<file path="src/rtl/ble_uart_pkg.sv">
// rtl/ble_uart_pkg.sv - shared 8N1 framing constants and receiver state encoding
package ble_uart_pkg;

   // 8N1 framing shared by receiver and transmitter
   localparam int   UART_DATA_BITS  = 8;
   localparam logic UART_IDLE_LEVEL = 1'b1;

   // Receiver state encoding
   typedef enum logic [2:0] {
      ST_IDLE    = 3'd0,
      ST_START   = 3'd1,
      ST_DATA    = 3'd2,
      ST_STOP    = 3'd3,
      ST_RECOVER = 3'd4
   } uart_state_e;

   // 2-of-3 vote used by the noise-tolerant sampler
   function automatic logic maj3(input logic a, input logic b, input logic c);
      return (a & b) | (a & c) | (b & c);
   endfunction

endpackage

</file>
<file path="src/rtl/ble_uart_rx_if.sv">
// rtl/ble_uart_rx_if.sv - received-byte stream with valid/ready handshake
interface ble_uart_rx_if;
   import ble_uart_pkg::*;

   logic [UART_DATA_BITS-1:0] tdata;
   logic                      tvalid;
   logic                      tready;

   modport master (output tdata, output tvalid, input tready);
   modport slave  (input tdata, input tvalid, output tready);

endinterface

</file>
<file path="src/rtl/ble_uart_rx_obuf.sv">
// rtl/ble_uart_rx_obuf.sv - one-byte output holding register with overrun detection
module ble_uart_rx_obuf
   import ble_uart_pkg::*;
(
   input  logic                      clk_in,
   input  logic                      rst_n_in,
   input  logic                      i_push,
   input  logic [UART_DATA_BITS-1:0] i_byte,
   ble_uart_rx_if.master             m_out,
   output logic                      o_overrun
);

   logic [UART_DATA_BITS-1:0] r_data;
   logic                      r_valid;
   logic                      r_overrun;

   // Hold the byte until consumed; a new byte arriving into a full, stalled slot is dropped
   always_ff @(posedge clk_in or negedge rst_n_in) begin
      if (!rst_n_in) begin
         r_data    <= '0;
         r_valid   <= 1'b0;
         r_overrun <= 1'b0;
      end else begin
         r_overrun <= 1'b0;
         if (i_push) begin
            if (r_valid && !m_out.tready) begin
               r_overrun <= 1'b1;
            end else begin
               r_data  <= i_byte;
               r_valid <= 1'b1;
            end
         end else if (r_valid && m_out.tready) begin
            r_valid <= 1'b0;
         end
      end
   end

   assign m_out.tdata  = r_data;
   assign m_out.tvalid = r_valid;
   assign o_overrun    = r_overrun;

endmodule

</file>
<file path="src/rtl/ble_uart_sync.sv">
// rtl/ble_uart_sync.sv - 2-flop synchronizer with parameterized reset value
module ble_uart_sync #(
   parameter logic RESET_VAL = 1'b1
) (
   input  logic clk_in,
   input  logic rst_n_in,
   input  logic i_async,
   output logic o_sync
);

   logic r_meta;
   logic r_sync;

   // Two back-to-back flops; reset to the line's idle level so no false edge appears
   always_ff @(posedge clk_in or negedge rst_n_in) begin
      if (!rst_n_in) begin
         r_meta <= RESET_VAL;
         r_sync <= RESET_VAL;
      end else begin
         r_meta <= i_async;
         r_sync <= r_meta;
      end
   end

   assign o_sync = r_sync;

endmodule

</file>
<file path="src/rtl/ble_uart_rx.sv">
// rtl/ble_uart_rx.sv - oversampled 8N1 UART receiver; BLE_UART_RX_MAJORITY_EN selects 3-sample voting
module ble_uart_rx
   import ble_uart_pkg::*;
#(
   parameter int SAMPLE_RATE = 16
) (
   input  logic                      clk_in,
   input  logic                      rst_n_in,
   input  logic                      tick_in,
   input  logic                      rx_in,
   output logic [UART_DATA_BITS-1:0] data_out,
   output logic                      valid_out,
   input  logic                      ready_in,
   output logic                      framing_err_out,
   output logic                      overrun_out,
   output logic                      busy_out
);

   localparam int            CW   = $clog2(SAMPLE_RATE);
   localparam logic [CW-1:0] HALF = CW'(SAMPLE_RATE / 2);
   localparam logic [CW-1:0] LAST = CW'(SAMPLE_RATE - 1);
   localparam logic [2:0]    LAST_BIT = 3'(UART_DATA_BITS - 1);
`ifdef BLE_UART_RX_MAJORITY_EN
   localparam logic [CW-1:0] PRE    = CW'(SAMPLE_RATE / 2 - 1);
   localparam logic [CW-1:0] DECIDE = CW'(SAMPLE_RATE / 2 + 1);
`else
   localparam logic [CW-1:0] DECIDE = HALF;
`endif

   uart_state_e               r_state;
   logic [CW-1:0]             r_cnt;
   logic [2:0]                r_bit;
   logic [UART_DATA_BITS-1:0] r_shift;
   logic                      r_ferr;

   logic w_rx;
   logic w_sample;
   logic w_decide;
   logic w_end;
   logic w_deliver;

   ble_uart_rx_if u_out_if ();

   ble_uart_sync #(
      .RESET_VAL (UART_IDLE_LEVEL)
   ) u_sync (
      .clk_in   (clk_in),
      .rst_n_in (rst_n_in),
      .i_async  (rx_in),
      .o_sync   (w_rx)
   );

`ifdef BLE_UART_RX_MAJORITY_EN
   logic r_maj_a;
   logic r_maj_b;

   // Capture the two samples just before the decision tick; the third is the live line
   always_ff @(posedge clk_in or negedge rst_n_in) begin
      if (!rst_n_in) begin
         r_maj_a <= UART_IDLE_LEVEL;
         r_maj_b <= UART_IDLE_LEVEL;
      end else if (tick_in) begin
         if (r_cnt == PRE)  r_maj_a <= w_rx;
         if (r_cnt == HALF) r_maj_b <= w_rx;
      end
   end

   assign w_sample = maj3(r_maj_a, r_maj_b, w_rx);
`else
   assign w_sample = w_rx;
`endif

   assign w_decide  = (r_cnt == DECIDE);
   assign w_end     = (r_cnt == LAST);
   assign w_deliver = tick_in && (r_state == ST_STOP) && w_decide && w_sample;

   // Frame FSM: counter and bit index move only on oversample ticks
   always_ff @(posedge clk_in or negedge rst_n_in) begin
      if (!rst_n_in) begin
         r_state <= ST_IDLE;
         r_cnt   <= '0;
         r_bit   <= '0;
         r_shift <= '0;
         r_ferr  <= 1'b0;
      end else begin
         r_ferr <= 1'b0;
         if (tick_in) begin
            case (r_state)
               ST_IDLE: begin
                  if (!w_rx) begin
                     r_state <= ST_START;
                     r_cnt   <= CW'(1);
                  end
               end
               ST_START: begin
                  // False start takes priority even when the decision lands on the bit end
                  if (w_decide && w_sample) begin
                     r_state <= ST_IDLE;
                     r_cnt   <= '0;
                  end else if (w_end) begin
                     r_state <= ST_DATA;
                     r_cnt   <= '0;
                     r_bit   <= '0;
                  end else begin
                     r_cnt <= r_cnt + 1'b1;
                  end
               end
               ST_DATA: begin
                  if (w_decide) r_shift <= {w_sample, r_shift[UART_DATA_BITS-1:1]};
                  if (w_end) begin
                     r_cnt <= '0;
                     if (r_bit == LAST_BIT) r_state <= ST_STOP;
                     else                   r_bit   <= r_bit + 1'b1;
                  end else begin
                     r_cnt <= r_cnt + 1'b1;
                  end
               end
               ST_STOP: begin
                  // Re-arm at mid stop bit so the next start edge is not missed
                  if (w_decide) begin
                     r_cnt <= '0;
                     if (w_sample) begin
                        r_state <= ST_IDLE;
                     end else begin
                        r_state <= ST_RECOVER;
                        r_ferr  <= 1'b1;
                     end
                  end else begin
                     r_cnt <= r_cnt + 1'b1;
                  end
               end
               ST_RECOVER: begin
                  if (w_rx) r_state <= ST_IDLE;
               end
               default: begin
                  r_state <= ST_IDLE;
                  r_cnt   <= '0;
               end
            endcase
         end
      end
   end

   ble_uart_rx_obuf u_obuf (
      .clk_in    (clk_in),
      .rst_n_in  (rst_n_in),
      .i_push    (w_deliver),
      .i_byte    (r_shift),
      .m_out     (u_out_if),
      .o_overrun (overrun_out)
   );

   assign u_out_if.tready = ready_in;
   assign data_out        = u_out_if.tdata;
   assign valid_out       = u_out_if.tvalid;
   assign framing_err_out = r_ferr;
   assign busy_out        = (r_state != ST_IDLE);

endmodule

</file>
<file path="config.mk">
export PLATFORM = sky130hd
export DESIGN_NAME = ble_uart_rx
export DESIGN_NICKNAME = d
export VERILOG_FILES = /design/src/rtl/ble_uart_pkg.sv /design/src/rtl/ble_uart_rx_if.sv /design/src/rtl/ble_uart_rx_obuf.sv /design/src/rtl/ble_uart_sync.sv /design/src/rtl/ble_uart_rx.sv
export SDC_FILE = /design/constraint.sdc
export NUM_CORES = 1
export LEC_CHECK = 0
export BUFFER_PORTS_ARGS = -buffer_cell sky130_fd_sc_hd__buf_2
export CAP_MARGIN = 20
export CORE_MARGIN = 4
export CORE_UTILIZATION = 45
export CTS_BUF_LIST = sky130_fd_sc_hd__clkbuf_16
export DETAILED_ROUTE_END_ITERATION = 10
export GPL_ROUTABILITY_DRIVEN = 0
export MAX_ROUTING_LAYER = met4
export PLACE_DENSITY = 0.63
export SLEW_MARGIN = 30
export SYNTH_ARGS = -nofsm -noshare
export SYNTH_HDL_FRONTEND = slang
export SYNTH_HIERARCHICAL = 1
export SYNTH_SLANG_ARGS = --single-unit
export TNS_END_PERCENT = 10
</file>
<file path="constraint.sdc">
create_clock -name clk_in -period 4.3 [get_ports clk_in]
set_input_delay 0.43 -clock clk_in [delete_from_list [all_inputs] [get_ports clk_in]]
set_output_delay 0.43 -clock clk_in [all_outputs]
set_load 0.1 [all_outputs]
</file>
==> flow_metrics.env <==
export IMPL_yosysSeqAreaShare=0.5041
export IMPL_rsz0062_at_grt="no"
export IMPL_maxSlewHeadroom=0.5527
export IMPL_area_delta_synth_final_pct=17.75
export IMPL_synth_nets=136
export IMPL_synthFlopType="dfrtp_1"
export IMPL_fmax_ghz=0.5014
export IMPL_grt_pass1_wl_um=4968
export IMPL_io_buffers=16
export IMPL_power_density_nw_per_um2=611.7
export IMPL_clockRootBuffer="clkbuf_16"
export IMPL_grt_start_max_net_pins=32
export IMPL_antenna_cells=0
export IMPL_cts_resized=0
export IMPL_maxCapViolCount=0
export IMPL_clk_latency_ns=0.27
export IMPL_ys_types=48
export IMPL_utilization=0.5448
export IMPL_core_rowCount=21
export IMPL_period_minus_slack_ns=1.994
export IMPL_wl_um=2867
export IMPL_ant_nets=0
export IMPL_ys_warn_count=6
export IMPL_netlist_area_um2=1544
export IMPL_coreArea_um2=3337
export IMPL_total_power_mw=1.112
export IMPL_fin_crit_sh=0.4638
export IMPL_drcViolationCount=0
export IMPL_setup_ws_ns=2.306
export IMPL_vias_per_cell=5.380
export IMPL_antenna_found_initial=0
export IMPL_p_leak_nw=0.9237
export IMPL_ys_seq_elements=31
export IMPL_fin_skew_ns=0.002940
export IMPL_synth_cells=127
export IMPL_drt_pass1_iterations=4
export IMPL_cts_reportedPaths_clkPinSlew_ns=0.05
export IMPL_slew_viol_final=0
export IMPL_status="complete, no violations"
export IMPL_fin_nets=154
export IMPL_critPathLaunchType="flop"
export IMPL_critical_path_class="flop to flop"
export IMPL_die_x_um=66.58
export IMPL_io_pins=17
export IMPL_post_cts_repair_setup_buffers=0
export IMPL_cts_htree_levels=2
export IMPL_syn_avg_cell_area_um2=12.16
export IMPL_arrival_ns=2.14
export IMPL_cts_tree="done"
export IMPL_drive_above_1_share=0.2877
export IMPL_synthArstFlopShare=1.000
export IMPL_cp_end_kind="flop"
export IMPL_synth_edff_count=0
export IMPL_crit_path_max_fanout=8
export IMPL_track_usage=0.1531
export IMPL_dp_hpwl_um=1966
export IMPL_min_path_type="primary input to async pin"
export IMPL_worstMarginPinSlew_ns=0.6710
export IMPL_fin_hold_ws_ns=0.1968
export IMPL_ctsLongestPathBuffers=2
export IMPL_ir_drop_v=0.0002476
export IMPL_gr_total_overflow=0
export IMPL_initial_utilization=0.4627
export IMPL_clock_sinks=31
export IMPL_fin_tns_setup_ns=0
export IMPL_die_h_um=66.58
export IMPL_die_area_um2=4432
export IMPL_dp_slack_ns=2.340
export IMPL_drt_iter0_drc=40
export IMPL_vias=1033
export IMPL_grt_pass1_vias=998
export IMPL_final_setup_viol_count=0
export IMPL_critPathRequiredTime_ns=4.45
export IMPL_hold_viol_final=0
export IMPL_post_drt_wl_per_cell_um=14.93
export IMPL_cts_made_buffers=5
export IMPL_cts_hold_buf=0
-- registers in the layout (all words and copies together), names as in the netlist --
signal and flops:
r_shift 8, u_obuf/m_out.tdata 8, r_cnt 4, r_bit 3
r_state 3, framing_err_out 1, u_obuf/m_out.tvalid 1, u_obuf/o_overrun 1
u_sync/o_sync 1, u_sync/r_meta 1
-- layer usage --
| layer | global-route usage | vias to the layer above | share of wire |
|---|---|---|---|
| li1 | - | 497 | - |
| met1 | 0.2051 | 496 | 0.46 |
| met2 | 0.2215 | 35 | 0.46 |
| met3 | 0.04216 | 5 | 0.063 |
| met4 | 0.05584 | 0 | 0.012 |
| met5 | - | - | 0 |
-- critical path: stages, from the launching register on --
cell     delay [ns]
dfrtp_1        0.42
inv_1          0.10
ha_1           0.19
and3b_1        0.33
nand2_1        0.11
nor2_1         0.23
nand2_4        0.17
mux2_4         0.33
-- path summary, 6_finish.rpt --
kind | slack, ns | startpoint | cells after the start | end
max | 2.31 | r_cnt[0] | 7 | u_obuf/m_out.tdata[4]
min | 0.20 | rst_n_in | 1 | r_state[0]
max reg2reg | 2.31 | r_cnt[0] | 7 | u_obuf/m_out.tdata[4]
min reg2reg | 0.36 | u_sync/r_meta | 0 | u_sync/o_sync
max in group asynchronous | 3.67 | rst_n_in | 1 | r_shift[5]
min in group clk_in | 0.26 | rx_in | 1 | u_sync/r_meta
-- report_power, final --
group	internal, mW	total, mW	switching (mW)
Combinational	0.131	0.303	0.173
Clock	0.269	0.383	0.114
Sequential	0.340	0.426	0.0856
Total	0.740	1.11	0.372
-- kinds of logic after synthesis --
family / share of synthesized area
flops: 0.5041
compound gates: 0.1086
simple gates: 0.1613
buf+inv: 0.03727
fa+ha+maj: 0.03242
mux: 0.1564
-- Yosys cell counts, drive strengths merged, types with 2 or more instances --
| master | number | area share |
|---|---|---|
| a211oi | 2 | 0.013 |
| a21oi | 3 | 0.0097 |
| and3 | 2 | 0.011 |
| buf | 2 | 0.011 |
| clkbuf | 3 | 0.0073 |
| dfrtp | 29 | 0.47 |
| dfstp | 2 | 0.034 |
| ha | 4 | 0.032 |
| inv | 8 | 0.019 |
| mux2 | 17 | 0.14 |
| mux2i | 2 | 0.013 |
| nand2 | 11 | 0.032 |
| nand3 | 3 | 0.013 |
| nor2 | 7 | 0.017 |
| o21ai | 3 | 0.0097 |
| o31ai | 2 | 0.013 |
| o41ai | 2 | 0.011 |
| or2 | 2 | 0.0081 |
| or3b | 2 | 0.011 |
-- cell usage in the layout (no fill, tap or decap), types with 3 or more instances in the layout --
master,instances
dfrtp_1,29
buf_2,16
nand2_1,10
mux2_1,9
mux2_4,8
inv_1,7
nor2_1,7
clkbuf_16,5
ha_1,4
a21oi_1,3
o21ai_0,3
-- through the flow --
| step | instances | area, um^2 |
|---|---|---|
| after floorplan | 127 | 1544 |
| after global placement | 184 | 1654 |
| after detailed placement | 184 | 1654 |
| after CTS | 192 | 1818 |
| after global routing | 192 | 1818 |
| final | 192 | 1818 |
-- layout make-up --
type / count / area (um^2)
timing repair buffer: 16 / 80.08
multi-input combinational: 83 / 708.2
fill: 299 / 1519
sequential: 31 / 778.2
tap: 46 / 57.56
clock buffer: 5 / 125.1
inverter: 8 / 30.03
clock inverter: 3 / 38.79
Note: power is estimated with default switching activity, not from simulation.
